[config.mk]
export PLATFORM = sky130hd
export DESIGN_NAME = greenman_matrix
export DESIGN_NICKNAME = d
export VERILOG_FILES = /design/src/rtl/greenman_matrix.sv
export SDC_FILE = /design/constraint.sdc
export NUM_CORES = 1
export LEC_CHECK = 0
export BUFFER_PORTS_ARGS = -buffer_cell sky130_fd_sc_hd__buf_2
export CORE_MARGIN = 2
export CORE_UTILIZATION = 40
export DETAILED_ROUTE_END_ITERATION = 6
export PLACE_DENSITY_LB_ADDON = 0.15
export SETUP_SLACK_MARGIN = 0.1
export SLEW_MARGIN = 20
export SYNTH_ARGS = -nofsm -noshare
export SYNTH_HDL_FRONTEND = slang
export SYNTH_SLANG_ARGS = --single-unit
[constraint.sdc]
create_clock -name clk -period 2.8 [get_ports clk]
set_clock_uncertainty 0.2 [all_clocks]
set_input_delay 0.56 -clock clk [delete_from_list [all_inputs] [get_ports clk]]
set_output_delay 0.56 -clock clk [all_outputs]
set_load 0.005 [all_outputs]
[src/rtl/greenman_matrix.sv]
// Walking green man 8x8 LED matrix driver: row-multiplexed scan plus a
// four-frame animation that runs only while greenmanon is high.
module greenman_matrix #(
  parameter int unsigned SCAN_DIV  = 4096,
  parameter int unsigned FRAME_DIV = 12500000
) (
  input  logic       clk,
  input  logic       rst_n,
  input  logic       greenmanon,
  output logic [7:0] vert,
  output logic [7:0] hori
);

  localparam int unsigned ScanW  = (SCAN_DIV > 1) ? $clog2(SCAN_DIV) : 1;
  localparam int unsigned FrameW = (FRAME_DIV > 1) ? $clog2(FRAME_DIV) : 1;

  localparam logic [ScanW-1:0]  ScanMax  = ScanW'(SCAN_DIV - 1);
  localparam logic [FrameW-1:0] FrameMax = FrameW'(FRAME_DIV - 1);

  logic [ScanW-1:0]  scan_cnt_q, scan_cnt_d;
  logic [2:0]        row_q, row_d;
  logic [FrameW-1:0] frame_cnt_q, frame_cnt_d;
  logic [1:0]        frame_q, frame_d;
  logic [7:0]        vert_q, vert_d;
  logic [7:0]        hori_q, hori_d;
  logic [7:0]        rom_data;

  // Bitmap rows, bit 7 is the leftmost column.
  function automatic logic [7:0] rom_lookup(input logic [1:0] f, input logic [2:0] r);
    logic [7:0] data;
    data = 8'h00;
    unique case (f)
      2'd0: begin
        unique case (r)
          3'd0: data = 8'h18;
          3'd1: data = 8'h18;
          3'd2: data = 8'h3C;
          3'd3: data = 8'h5A;
          3'd4: data = 8'h18;
          3'd5: data = 8'h24;
          3'd6: data = 8'h24;
          3'd7: data = 8'h66;
          default: data = 8'h00;
        endcase
      end
      2'd1: begin
        unique case (r)
          3'd0: data = 8'h18;
          3'd1: data = 8'h18;
          3'd2: data = 8'h3C;
          3'd3: data = 8'h5A;
          3'd4: data = 8'h18;
          3'd5: data = 8'h24;
          3'd6: data = 8'h42;
          3'd7: data = 8'hC3;
          default: data = 8'h00;
        endcase
      end
      2'd2: begin
        unique case (r)
          3'd0: data = 8'h18;
          3'd1: data = 8'h18;
          3'd2: data = 8'h7C;
          3'd3: data = 8'h9A;
          3'd4: data = 8'h18;
          3'd5: data = 8'h28;
          3'd6: data = 8'h48;
          3'd7: data = 8'h8C;
          default: data = 8'h00;
        endcase
      end
      2'd3: begin
        unique case (r)
          3'd0: data = 8'h18;
          3'd1: data = 8'h18;
          3'd2: data = 8'h3E;
          3'd3: data = 8'h59;
          3'd4: data = 8'h18;
          3'd5: data = 8'h14;
          3'd6: data = 8'h12;
          3'd7: data = 8'h31;
          default: data = 8'h00;
        endcase
      end
      default: data = 8'h00;
    endcase
    return data;
  endfunction

  // Row scan free-runs so the display phase is independent of the enable.
  always_comb begin
    scan_cnt_d = scan_cnt_q + 1'b1;
    row_d      = row_q;
    if (scan_cnt_q == ScanMax) begin
      scan_cnt_d = '0;
      row_d      = row_q + 3'd1;
    end
  end

  // Holding the frame state at zero while disabled makes every enable start
  // on frame 0 with a full frame period.
  always_comb begin
    frame_cnt_d = '0;
    frame_d     = 2'd0;
    if (greenmanon) begin
      frame_cnt_d = frame_cnt_q + 1'b1;
      frame_d     = frame_q;
      if (frame_cnt_q == FrameMax) begin
        frame_cnt_d = '0;
        frame_d     = frame_q + 2'd1;
      end
    end
  end

  assign rom_data = rom_lookup(frame_q, row_q);

  always_comb begin
    vert_d = 8'h00;
    hori_d = 8'h00;
    if (greenmanon) begin
      vert_d = 8'h01 << row_q;
      hori_d = rom_data;
    end
  end

  always_ff @(posedge clk or negedge rst_n) begin
    if (!rst_n) begin
      scan_cnt_q  <= '0;
      row_q       <= 3'd0;
      frame_cnt_q <= '0;
      frame_q     <= 2'd0;
      vert_q      <= 8'h00;
      hori_q      <= 8'h00;
    end else begin
      scan_cnt_q  <= scan_cnt_d;
      row_q       <= row_d;
      frame_cnt_q <= frame_cnt_d;
      frame_q     <= frame_d;
      vert_q      <= vert_d;
      hori_q      <= hori_d;
    end
  end

  assign vert = vert_q;
  assign hori = hori_q;

  vert_onehot0: assert property (@(posedge clk) disable iff (!rst_n) $onehot0(vert_q));

endmodule

* Word level (Yosys, flattened, before mapping) *
Memories as Yosys holds them, arrays and structs flattened.
Cells that the tools add are included.

storage, ports and cells
  ROM bits = 208
  word-level logic and storage cells = 30
  RAM bits = 0
  memories = 4
  bits in registers = 57
  latch bits = 0
  bits of input ports = 3

cells by class
  reduce and logical (&&, ||, !) cells = 1
  multiply operators = 0
  equality and inequality tests = 6
  mux-type cells = 8
  shift-type cells = 1
  bitwise gates (word level) = 0
  $lt $le $gt $ge = 0
  div/mod/pow operators = 0
  add/sub/neg operators = 4

memories
  name             depth  bits a word  read ports  clocked after Yosys merged registers in  write ports  RTL line  RTL
  (no name shown)  8      8            1           0                                        0            47        unique case (r)
  (no name shown)  8      6            1           0                                        0            34        unique case (r)
  (no name shown)  8      6            1           0                                        0            60        unique case (r)
  (no name shown)  8      6            1           0                                        0            73        unique case (r)

operator list
  cell                                                                     count
  24-bit two-way mux                                                       2
  8-bit case mux with 4 select lines                                       1
  24-bit by 1-bit adder with 24-bit output, second input constant          1
  24-bit == test, second input constant                                    1
  8-bit two-way mux                                                        2
  12-bit by 1-bit adder with 12-bit output, second input constant          1
  12-bit == test, second input constant                                    1
  12-bit two-way mux                                                       1
  1-bit by 3-bit left shift with 8-bit output, first input constant        1
  2-bit == test, second input constant                                     2
  2-bit two-way mux                                                        2
  3-bit by 1-bit adder with 3-bit output, second input constant            1
  2-bit by 1-bit adder with 2-bit output, second input constant            1
  2-bit by 1-bit == test with 1-bit output, second input constant          1
  2-bit zero test                                                          1
  2-bit by 1-bit inequality test with 1-bit output, second input constant  1

* Logic depth before layout (Yosys ltp) *
Gate-level depths: netlist of run 1.

  depth after elaboration = 3
  mapped depth = 7
  depth with buffers taken out = 6

* Worst setup path before layout of run 1 *
Ideal clock, no wire load.

  path type = reg-to-reg
  start = register scan_cnt_q[0]
  end = register row_q[1]
  path slack = 0.845 ns
  stages on the path, launching flop included = 6
  buffers on the path = 0
  data arrival time = 1.630 ns
  cell sequence = dfrtp_1 -> ha_1 -> and4_1 -> nand2_1 -> nor2_1 -> mux2_2

on the way
  cells in the longest elaborated chain, start to end = 1

RTL lines
  element                 RTL line  RTL
  from (decl)             20        logic [ScanW-1:0] scan_cnt_q, scan_cnt_d;
  from (signal assigned)  135       scan_cnt_q <= scan_cnt_d;
  12-bit == test          94        if (scan_cnt_q == ScanMax) begin
  to (signal assigned)    136       row_q <= row_d;
  to (decl)               21        logic [2:0] row_q, row_d;

No other way between the ends.
A chain may end at the register's enable or synchronous reset.

* Worst setup path in the final report of run 1 *
  start = register frame_cnt_q[0]
  end = register frame_cnt_q[20]

on the way
  cells in the longest elaborated chain, start to end = 3

RTL lines
  element                                                                            RTL line  RTL
  from (decl)                                                                        22        logic [FrameW-1:0] frame_cnt_q, frame_cnt_d;
  from (signal assigned)                                                             137       frame_cnt_q <= frame_cnt_d;
  24-bit by 1-bit adder with 24-bit output / 24-bit == test (equally long branches)  106, 108
  24-bit two-way mux *                                                               108       if (frame_cnt_q == FrameMax) begin
  24-bit two-way mux *                                                               105       if (greenmanon) begin
  via frame_cnt_d[20]                                                                22

Mark *: on every way through the listed nets, which the timed path passes. The rest lies on a longest branch.

==> impl_metrics.ini, run 1 <==
[run_status]
status = complete, no violations

[global_routing]
grt_max_degree = 58
grt_pass1_wl_um = 8960
antenna_found_initial = 0
track_usage_pct = 15.3
gr-total-overflow = 0
grt_pass1_vias = 1892

[power]
p_total_mw = 1.73
powerDensity_nw_per_um2 = 548
p_leak_nw = 1.42
ir_drop_v = 0.000249

[sta]
tightest_slew_ps = 405
holdWs_ps = 11.9
setup_viol = 0
slew_headroom_pct = 72.9
fmaxAchievable_ghz = 0.464
grt_setup_unrepaired = false
slew_viol_final = 0
timing.setup.tns_ps = 0
finalCritPeriodShare_pct = 76.9
setup_slack_ps = 646
hold_viol = 0
min_period_ps = 2150

[placed_design]
place_area_um2 = 2940
pre_cts_ws_ps = 647
dp.cells = 361
gp_congestion = 0.786
place_hpwl_um = 3350
numPortBuffers = 18

[synthesis]
synth-seq-area-share_pct = 51.8
avgSynthCellArea_um2 = 10.2
synth_area_leaders = dfrtp_1, ha_1, xor2_1
synth_edf_count = 0
ys_warn_count = 0
synth-main-ff-cell = dfrtp_1
synthesis.area_um2 = 2750
synthDistinctLibCells = 34
syn_nets = 284
yosysTopAreaCell = dfrtp_1
async_reset_ff_share_pct = 100
synth_top_area_share_pct = 51.8
netlist_instances = 269
ys_ff_latch = 57

[setup_path]
cp.depth = 5
critPathTopFamily = simple AND/OR/NAND/NOR gates
critPathLaunchType = flop
cp_cell_sequence = ha_1, and4_1, nand4_2, or4_1, a21oi_1
rr_worst_depth = 5
worstPathRequired_ps = 2870
worst-path-buf-inv = 0
worstSetupEndpointType = flop
path_max_fanout = 9
crit_arrival_ps = 2220
slowest_delay_ps = 510
cp_slowest_cell = or4_1
worstSetupPathType = reg -> reg

[cells_and_area]
final_cell_mix = dfrtp_1, nor2_1, a21oi_1
fin_area_um2 = 3160
nNetsFinal = 307
diodes = 0
finish.utilization_pct = 47.0
drive_gt1_share_pct = 14.1
final_common_cell = dfrtp_1
final_cells = 377
area.growth.synth_to_final_pct = 14.7

[die]
die_y_um = 87.0
io_pins = 19
die_w_um = 87.0
die-area_um2 = 7560
fp-row-count = 30
coreArea_um2 = 6720
start_util_pct = 41.0

[routing]
drt-total-wl_um = 5010
wl_met3_um = 166
wl_per_cell_um = 13.3
wl_met1_um = 2490
drt_iter0_markers = 67
highest_layer = met4
vias_per_cell = 5.26
dr.pass1.iters = 4
antenna_left = 0
drcViolationCount = 0
num_vias = 1982
met2_length_um = 2230

[worst_hold_path]
hp-class = in -> async

[clock_tree]
ctsLongestPathBuffers = 2
root_buffer = clkbuf_8
clk_pin_slew_ps = 70
cts_hold_buffers = 0
clkSinkCount = 57
post_cts_buffers = 0
ctsResizeCount = 0
cts_tree = built
clock_latency_ps = 340
cts_made_buffers = 9
htreeDepth = 3

[run]
maxCapViolations = 0
-- cell usage after synthesis, types with 3 or more instances --
library cell  number
and2_1             6
o22ai_1            3
ha_1              12
or3_1              6
a21oi_1           19
and4_1             8
clkbuf_1           4
and3_1             9
nor2_1            27
xor2_1            14
nand4_1           15
nand3_1           12
nand2_1           14
dfrtp_1           57
inv_1             11
o21ai_0           12
buf_2              5
xnor2_1           10
-- registers in the layout, indices dropped and copies added, names as in the netlist --
register / count
hori: 8
frame_cnt_q: 24
row_q: 3
frame_q: 2
scan_cnt_q: 12
vert: 8
-- where the power goes --
part / internal, mW / total, mW / switching, mW
sequential: 0.829 / 0.834 / 0.00508
combinational: 0.0118 / 0.0422 / 0.0304
clock: 0.500 / 0.855 / 0.355
total: 1.34 / 1.73 / 0.390
-- layer usage --
layer  GRT usage, %  vias to the layer above
li1               -                     1005
met1           20.5                      927
met2           22.5                       39
met3           3.51                       11
met4           8.95                        0
met5              0                        -
-- cell families after synthesis --
kind of cell	Yosys count	share of synthesized area, %
mux	4	1.54
flops	57	51.8
compound gates	42	8.50
simple gates	110	22.1
fa+ha+maj	12	5.45
buf+inv	20	2.95
xor+xnor	24	7.63
-- final cells by class --
| type | count | area (um^2) |
|---|---|---|
| multi-input combinational | 192 | 1250 |
| fill | 629 | 3560 |
| sequential | 57 | 1430 |
| inverter | 11 | 41.3 |
| clock inverter | 7 | 95.1 |
| timing repair buffer | 21 | 125 |
| clock buffer | 9 | 124 |
| tap | 80 | 100 |
-- worst paths after layout --
| check | start | slack, ps | endpoint |
|---|---|---|---|
| max | frame_cnt_q[0]$_DFF_PN0_ | 650 | frame_cnt_q[20]$_DFF_PN0_ |
| min | rst_n | 10 | vert[7]$_DFF_PN0_ |
| max reg2reg | frame_cnt_q[0]$_DFF_PN0_ | 650 | frame_cnt_q[20]$_DFF_PN0_ |
| min reg2reg | scan_cnt_q[10]$_DFF_PN0_ | 280 | scan_cnt_q[10]$_DFF_PN0_ |
| max in group asynchronous | rst_n | 2140 | frame_cnt_q[14]$_DFF_PN0_ |
| min in group clk | scan_cnt_q[10]$_DFF_PN0_ | 280 | scan_cnt_q[10]$_DFF_PN0_ |
Note: power is estimated with default switching activity, not from simulation.
==> run 2: changes to the inputs <==
==> constraint.sdc (replaced) <==
create_clock -name clk -period 1.9 [get_ports clk]
set_clock_uncertainty 0.2 [all_clocks]
set_input_delay 0.38 -clock clk [delete_from_list [all_inputs] [get_ports clk]]
set_output_delay 0.38 -clock clk [all_outputs]
set_load 0.005 [all_outputs]
==> run 2 against run 1 <==
  * Sequential cell count stayed put
  * Via count is 9.9% higher
  * Critical path type unchanged
  * Highest routed layer unchanged
  * First-iteration DRC count is 16% higher
  * Die area stayed put
  * Count of clock-buffer cells in the layout is 2 higher
  * Combinational power is 100% higher
==> impl_metrics.ini, run 2 (synthesis gave the netlist of run 1 again) <==
[run_status]
status = complete, no violations

[global_routing]
grt_pass1_vias = 2163
grt_max_degree = 58
grt_pass1_wl_um = 9980
grtUsageMet1_pct = 20.3
grt_use_met3_pct = 5.88
track_usage_pct = 16.9
antenna_found_initial = 0
use_met2_pct = 27.7
grt-busiest-layer = met2
gr-total-overflow = 0

[cells_and_area]
largest_reg_flops = 24
final_cells = 416
fillCellCount = 592
regMostFlops = frame_cnt_q
nNetsFinal = 346
final_common_cell = dfrtp_1
drive_gt1_share_pct = 32.4
reg_top3 = frame_cnt_q x24, scan_cnt_q x12
finish.utilization_pct = 54.7
final_cell_mix = dfrtp_1, buf_4, nor2_1
fin_area_um2 = 3680
area.growth.synth_to_final_pct = 33.6
diodes = 0

[die]
io_pins = 19
die-area_um2 = 7560
coreArea_um2 = 6720
start_util_pct = 41.0
die_y_um = 87.0
die_w_um = 87.0
fp-row-count = 30

[clock_tree]
ctsLongestPathBuffers = 2
root_buffer = clkbuf_8
cts_made_buffers = 9
clkSinkCount = 57
clk_pin_slew_ps = 70
cts_tree = built
htreeDepth = 3
clock_latency_ps = 340

[sta]
slew_headroom_pct = 76.0
finalCritPeriodShare_pct = 99.4
fmaxAchievable_ghz = 0.529
setup_viol = 0
grt_setup_unrepaired = true
tightest_slew_ps = 356
hold_viol = 0
slew_viol_final = 0
holdWs_ps = 198
min_period_ps = 1890

[routing]
num_vias = 2179
dr.pass1.iters = 4
vias_per_cell = 5.24
wl_per_cell_um = 14.2
drcViolationCount = 0
drt-total-wl_um = 5900
drt_iter0_markers = 78
antenna_left = 0

[placed_design]
place_hpwl_um = 3690
numPortBuffers = 18
place_area_um2 = 3130
dp.cells = 382
gp_congestion = 0.774

[setup_path]
crit_arrival_ps = 1950
worstSetupPathType = reg -> reg
worstSetupEndpointType = flop
path_max_fanout = 5
worstPathRequired_ps = 1960
critPathLaunchType = flop

[power]
p_total_mw = 2.89
powerDensity_nw_per_um2 = 786
p_leak_nw = 1.67
ir_drop_v = 0.000462

[worst_hold_path]
hp-class = in -> reg

[run]
maxCapViolations = 0
-- run 2: timing repair --
item	4_1_cts	5_1_grt
gates resized for setup	8	33
hold endpoints to repair	57	0
cloned	1	0
setup endpoints to repair	23	27
hold buffers	1	0
buffers inserted	6	10
pin swaps	1	6
-- run 2: final timing paths --
kind,cells after the start,endpoint,slack (ps),start
worst max register to register,4,frame_cnt_q[23]$_DFF_PN0_,10,frame_cnt_q[3]$_DFF_PN0_
max in group asynchronous,3,frame_cnt_q[4]$_DFF_PN0_,860,rst_n
worst min register to register,1,scan_cnt_q[10]$_DFF_PN0_,280,scan_cnt_q[10]$_DFF_PN0_
worst max-delay path,4,frame_cnt_q[23]$_DFF_PN0_,10,frame_cnt_q[3]$_DFF_PN0_
min in group asynchronous,3,hori[5]$_DFF_PN0_,380,rst_n
worst min-delay path,2,hori[3]$_DFF_PN0_,200,greenmanon
-- run 2: cell type report --
cell class                 count  area (um^2)  share of cell area, %
sequential                    57         1430                   38.9
inverter                      11         41.3                   1.12
timing repair buffer          59          425                   11.6
clock inverter                 5          125                   3.40
tap                           80          100                   2.72
clock buffer                  11          151                   4.12
multi-input combinational    193         1410                   38.2
-- run 2: where the power goes --
part / leakage [nW] / total, mW / internal [mW] / switching (mW)
Sequential: 0.768 / 1.23 / 1.22 / 0.00524
Combinational: 0.762 / 0.0863 / 0.0313 / 0.0550
Clock: 0.140 / 1.58 / 1.07 / 0.505
-- run 2: critical path, stage by stage (launching register included) --
cell and delay, ps:
dfrtp_1 430, nand3_4 100, or4_4 580, or3_4 350
a21oi_2 160
-- run 2: layer usage --
| metal | vias to the layer above | wire [um] |
|---|---|---|
| met1 | 1055 | 2740 |
| met2 | 31 | 2860 |
| li1 | 1080 | - |
| met4 | 0 | 111 |
| met5 | - | 0 |
| met3 | 13 | 185 |
-- run 2: metrics by stage --
| stage | TNS (ps) | worst slack [ps] |
|---|---|---|
| after floorplan | 0 | 57.8 |
| after global placement | 0 | 20.6 |
| after detailed placement | -84.9 | -35.6 |
| after CTS | 0 | 75.8 |
| after global routing | -59.2 | -40.2 |
| final | 0 | 11.4 |
==> run 3: changes to the inputs <==
--- a/config.mk
+++ b/config.mk
@@ -7,7 +7,7 @@
 export LEC_CHECK = 0
 export BUFFER_PORTS_ARGS = -buffer_cell sky130_fd_sc_hd__buf_2
 export CORE_MARGIN = 2
-export CORE_UTILIZATION = 40
+export CORE_UTILIZATION = 50
 export DETAILED_ROUTE_END_ITERATION = 6
 export PLACE_DENSITY_LB_ADDON = 0.15
 export SETUP_SLACK_MARGIN = 0.1
==> run 3 against run 2 <==
  * Critical path depth grew 1
  * First-iteration DRC count rose by 1.3%
  * Clock power is 32% lower
  * Worst hold slack got worse by 3.8 ps
  * Cell count fell by 5.0%
  * Combinational power fell by 6.3%
  * Die area shrank 19%
  * Register-to-register slack better by 30 ps
  * Worst setup slack better by 32 ps
  * Global-route usage grew 2.3 points
  * Count of clock-buffer cells in the layout shrank 1
  * Final area fell by 7.0%
==> impl_metrics.ini, run 3 (synthesis gave the netlist of run 1 again) <==
[setup_path]
r2r-start = frame_cnt_q[1]$_DFF_PN0_
worstSetupEndpointType = flop
worstSetupPathType = reg -> reg
rr_worst_depth = 5
startpoint = frame_cnt_q[1]$_DFF_PN0_
path_max_fanout = 4
critPathLaunchType = flop
worstPathRequired_ps = 1960
crit_arrival_ps = 1920

[routing]
num_vias = 2115
vias_per_cell = 5.35
dr.pass1.iters = 4
drcViolationCount = 0
drt_iter0_markers = 79
wl_per_cell_um = 14.0
drt-total-wl_um = 5550
antenna_left = 0

[placed_design]
dp.cells = 374
pre_cts_ws_ps = -9.20
gp_congestion = 0.811
numPortBuffers = 18
place_hpwl_um = 3590

[sta]
slew_headroom_pct = 72.3
finalCritPeriodShare_pct = 97.7
slew_viol_final = 0
fmaxAchievable_ghz = 0.539
grt_setup_unrepaired = true
setup_viol = 0
setup_slack_ps = 43.2
min_period_ps = 1860
tightest_slew_ps = 412
holdWs_ps = 194
hold_viol = 0

[power]
powerDensity_nw_per_um2 = 695
p_leak_nw = 1.57
ir_drop_v = 0.000883

[cells_and_area]
reg_top3 = frame_cnt_q x24, scan_cnt_q x12
largest_reg_flops = 24
finish.utilization_pct = 63.3
fillCellCount = 444
final_cells = 395
final_common_cell = dfrtp_1
diodes = 0
nNetsFinal = 335
area.growth.synth_to_final_pct = 24.3
drive_gt1_share_pct = 26.9
regMostFlops = frame_cnt_q
final_cell_mix = dfrtp_1, buf_4, nor2_1

[global_routing]
grt_max_degree = 58
antenna_found_initial = 0
grt_pass1_vias = 1987
track_usage_pct = 19.2
gr-total-overflow = 0
grt_pass1_wl_um = 9000

[clock_tree]
cts_made_buffers = 9
root_buffer = clkbuf_8
clock_latency_ps = 330
cts_tree = built
ctsLongestPathBuffers = 2
clkSinkCount = 57
htreeDepth = 3
clk_pin_slew_ps = 60

[run]
maxCapViolations = 0

[die]
start_util_pct = 50.9
die_w_um = 78.2
coreArea_um2 = 5410
die_y_um = 78.2
fp-row-count = 27
die-area_um2 = 6120
io_pins = 19

[worst_hold_path]
hold_start = greenmanon
hold-path-cell-count = 2
hp-class = in -> reg

[run_status]
status = complete, no violations
## run 3: final cells by class
| class | count | area, um^2 | share of cell area [%] |
|---|---|---|---|
| tap | 72 | 90.1 | 2.63 |
| timing repair buffer | 49 | 345 | 10.1 |
| clock buffer | 10 | 138 | 4.02 |
| sequential | 57 | 1430 | 41.8 |
| clock inverter | 4 | 45.0 | 1.32 |
| inverter | 11 | 41.3 | 1.21 |
| multi-input combinational | 192 | 1330 | 38.9 |
## run 3: through the flow
stage               total power [mW]  instance area [um^2]  TNS, ps
floorplan                       1.27                  2780        0
global placement                1.32                  3100        0
global route                    2.48                  3420    -2.18
detailed placement              1.32                  3100    -9.20
finish                          2.38                  3420        0
CTS                             2.40                  3330        0
## run 3: where the power goes
part / total, mW / internal (mW) / switching [mW]
combinational: 0.0809 / 0.0294 / 0.0515
clock: 1.07 / 0.619 / 0.449
sequential: 1.23 / 1.22 / 0.00607
total: 2.38 / 1.87 / 0.507
## run 3: repair_timing
| action | in CTS | in global routing |
|---|---|---|
| cloned | 0 | 0 |
| setup endpoints to repair | 23 | 25 |
| hold endpoints to repair | 57 | 0 |
| pin swaps | 1 | 8 |
| hold buffers | 1 | 0 |
| setup buffers | 2 | 4 |
| gates resized for setup | 5 | 18 |
## run 3: worst paths after layout
| kind | endpoint | slack [ps] |
|---|---|---|
| max | frame_cnt_q[20]$_DFF_PN0_ | 40 |
| min | hori[3]$_DFF_PN0_ | 190 |
| max reg2reg | frame_cnt_q[20]$_DFF_PN0_ | 40 |
| min reg2reg | scan_cnt_q[0]$_DFF_PN0_ | 280 |
| max in group asynchronous | frame_cnt_q[9]$_DFF_PN0_ | 850 |
| min in group asynchronous | hori[1]$_DFF_PN0_ | 380 |
## run 3: critical path, stage by stage (launching register included)
cell,delay (ps)
dfrtp_1,380
ha_2,200
and4_4,250
nand4_4,100
or4_4,530
a21oi_2,120
## run 3: per-layer routing
layer,up-vias,track usage [%],part of all wire [%]
met3,8,5.63,2.8
li1,1065,-,-
met4,0,8.77,1.4
met2,29,31.8,50
met1,1013,23.3,45
met5,-,0,0
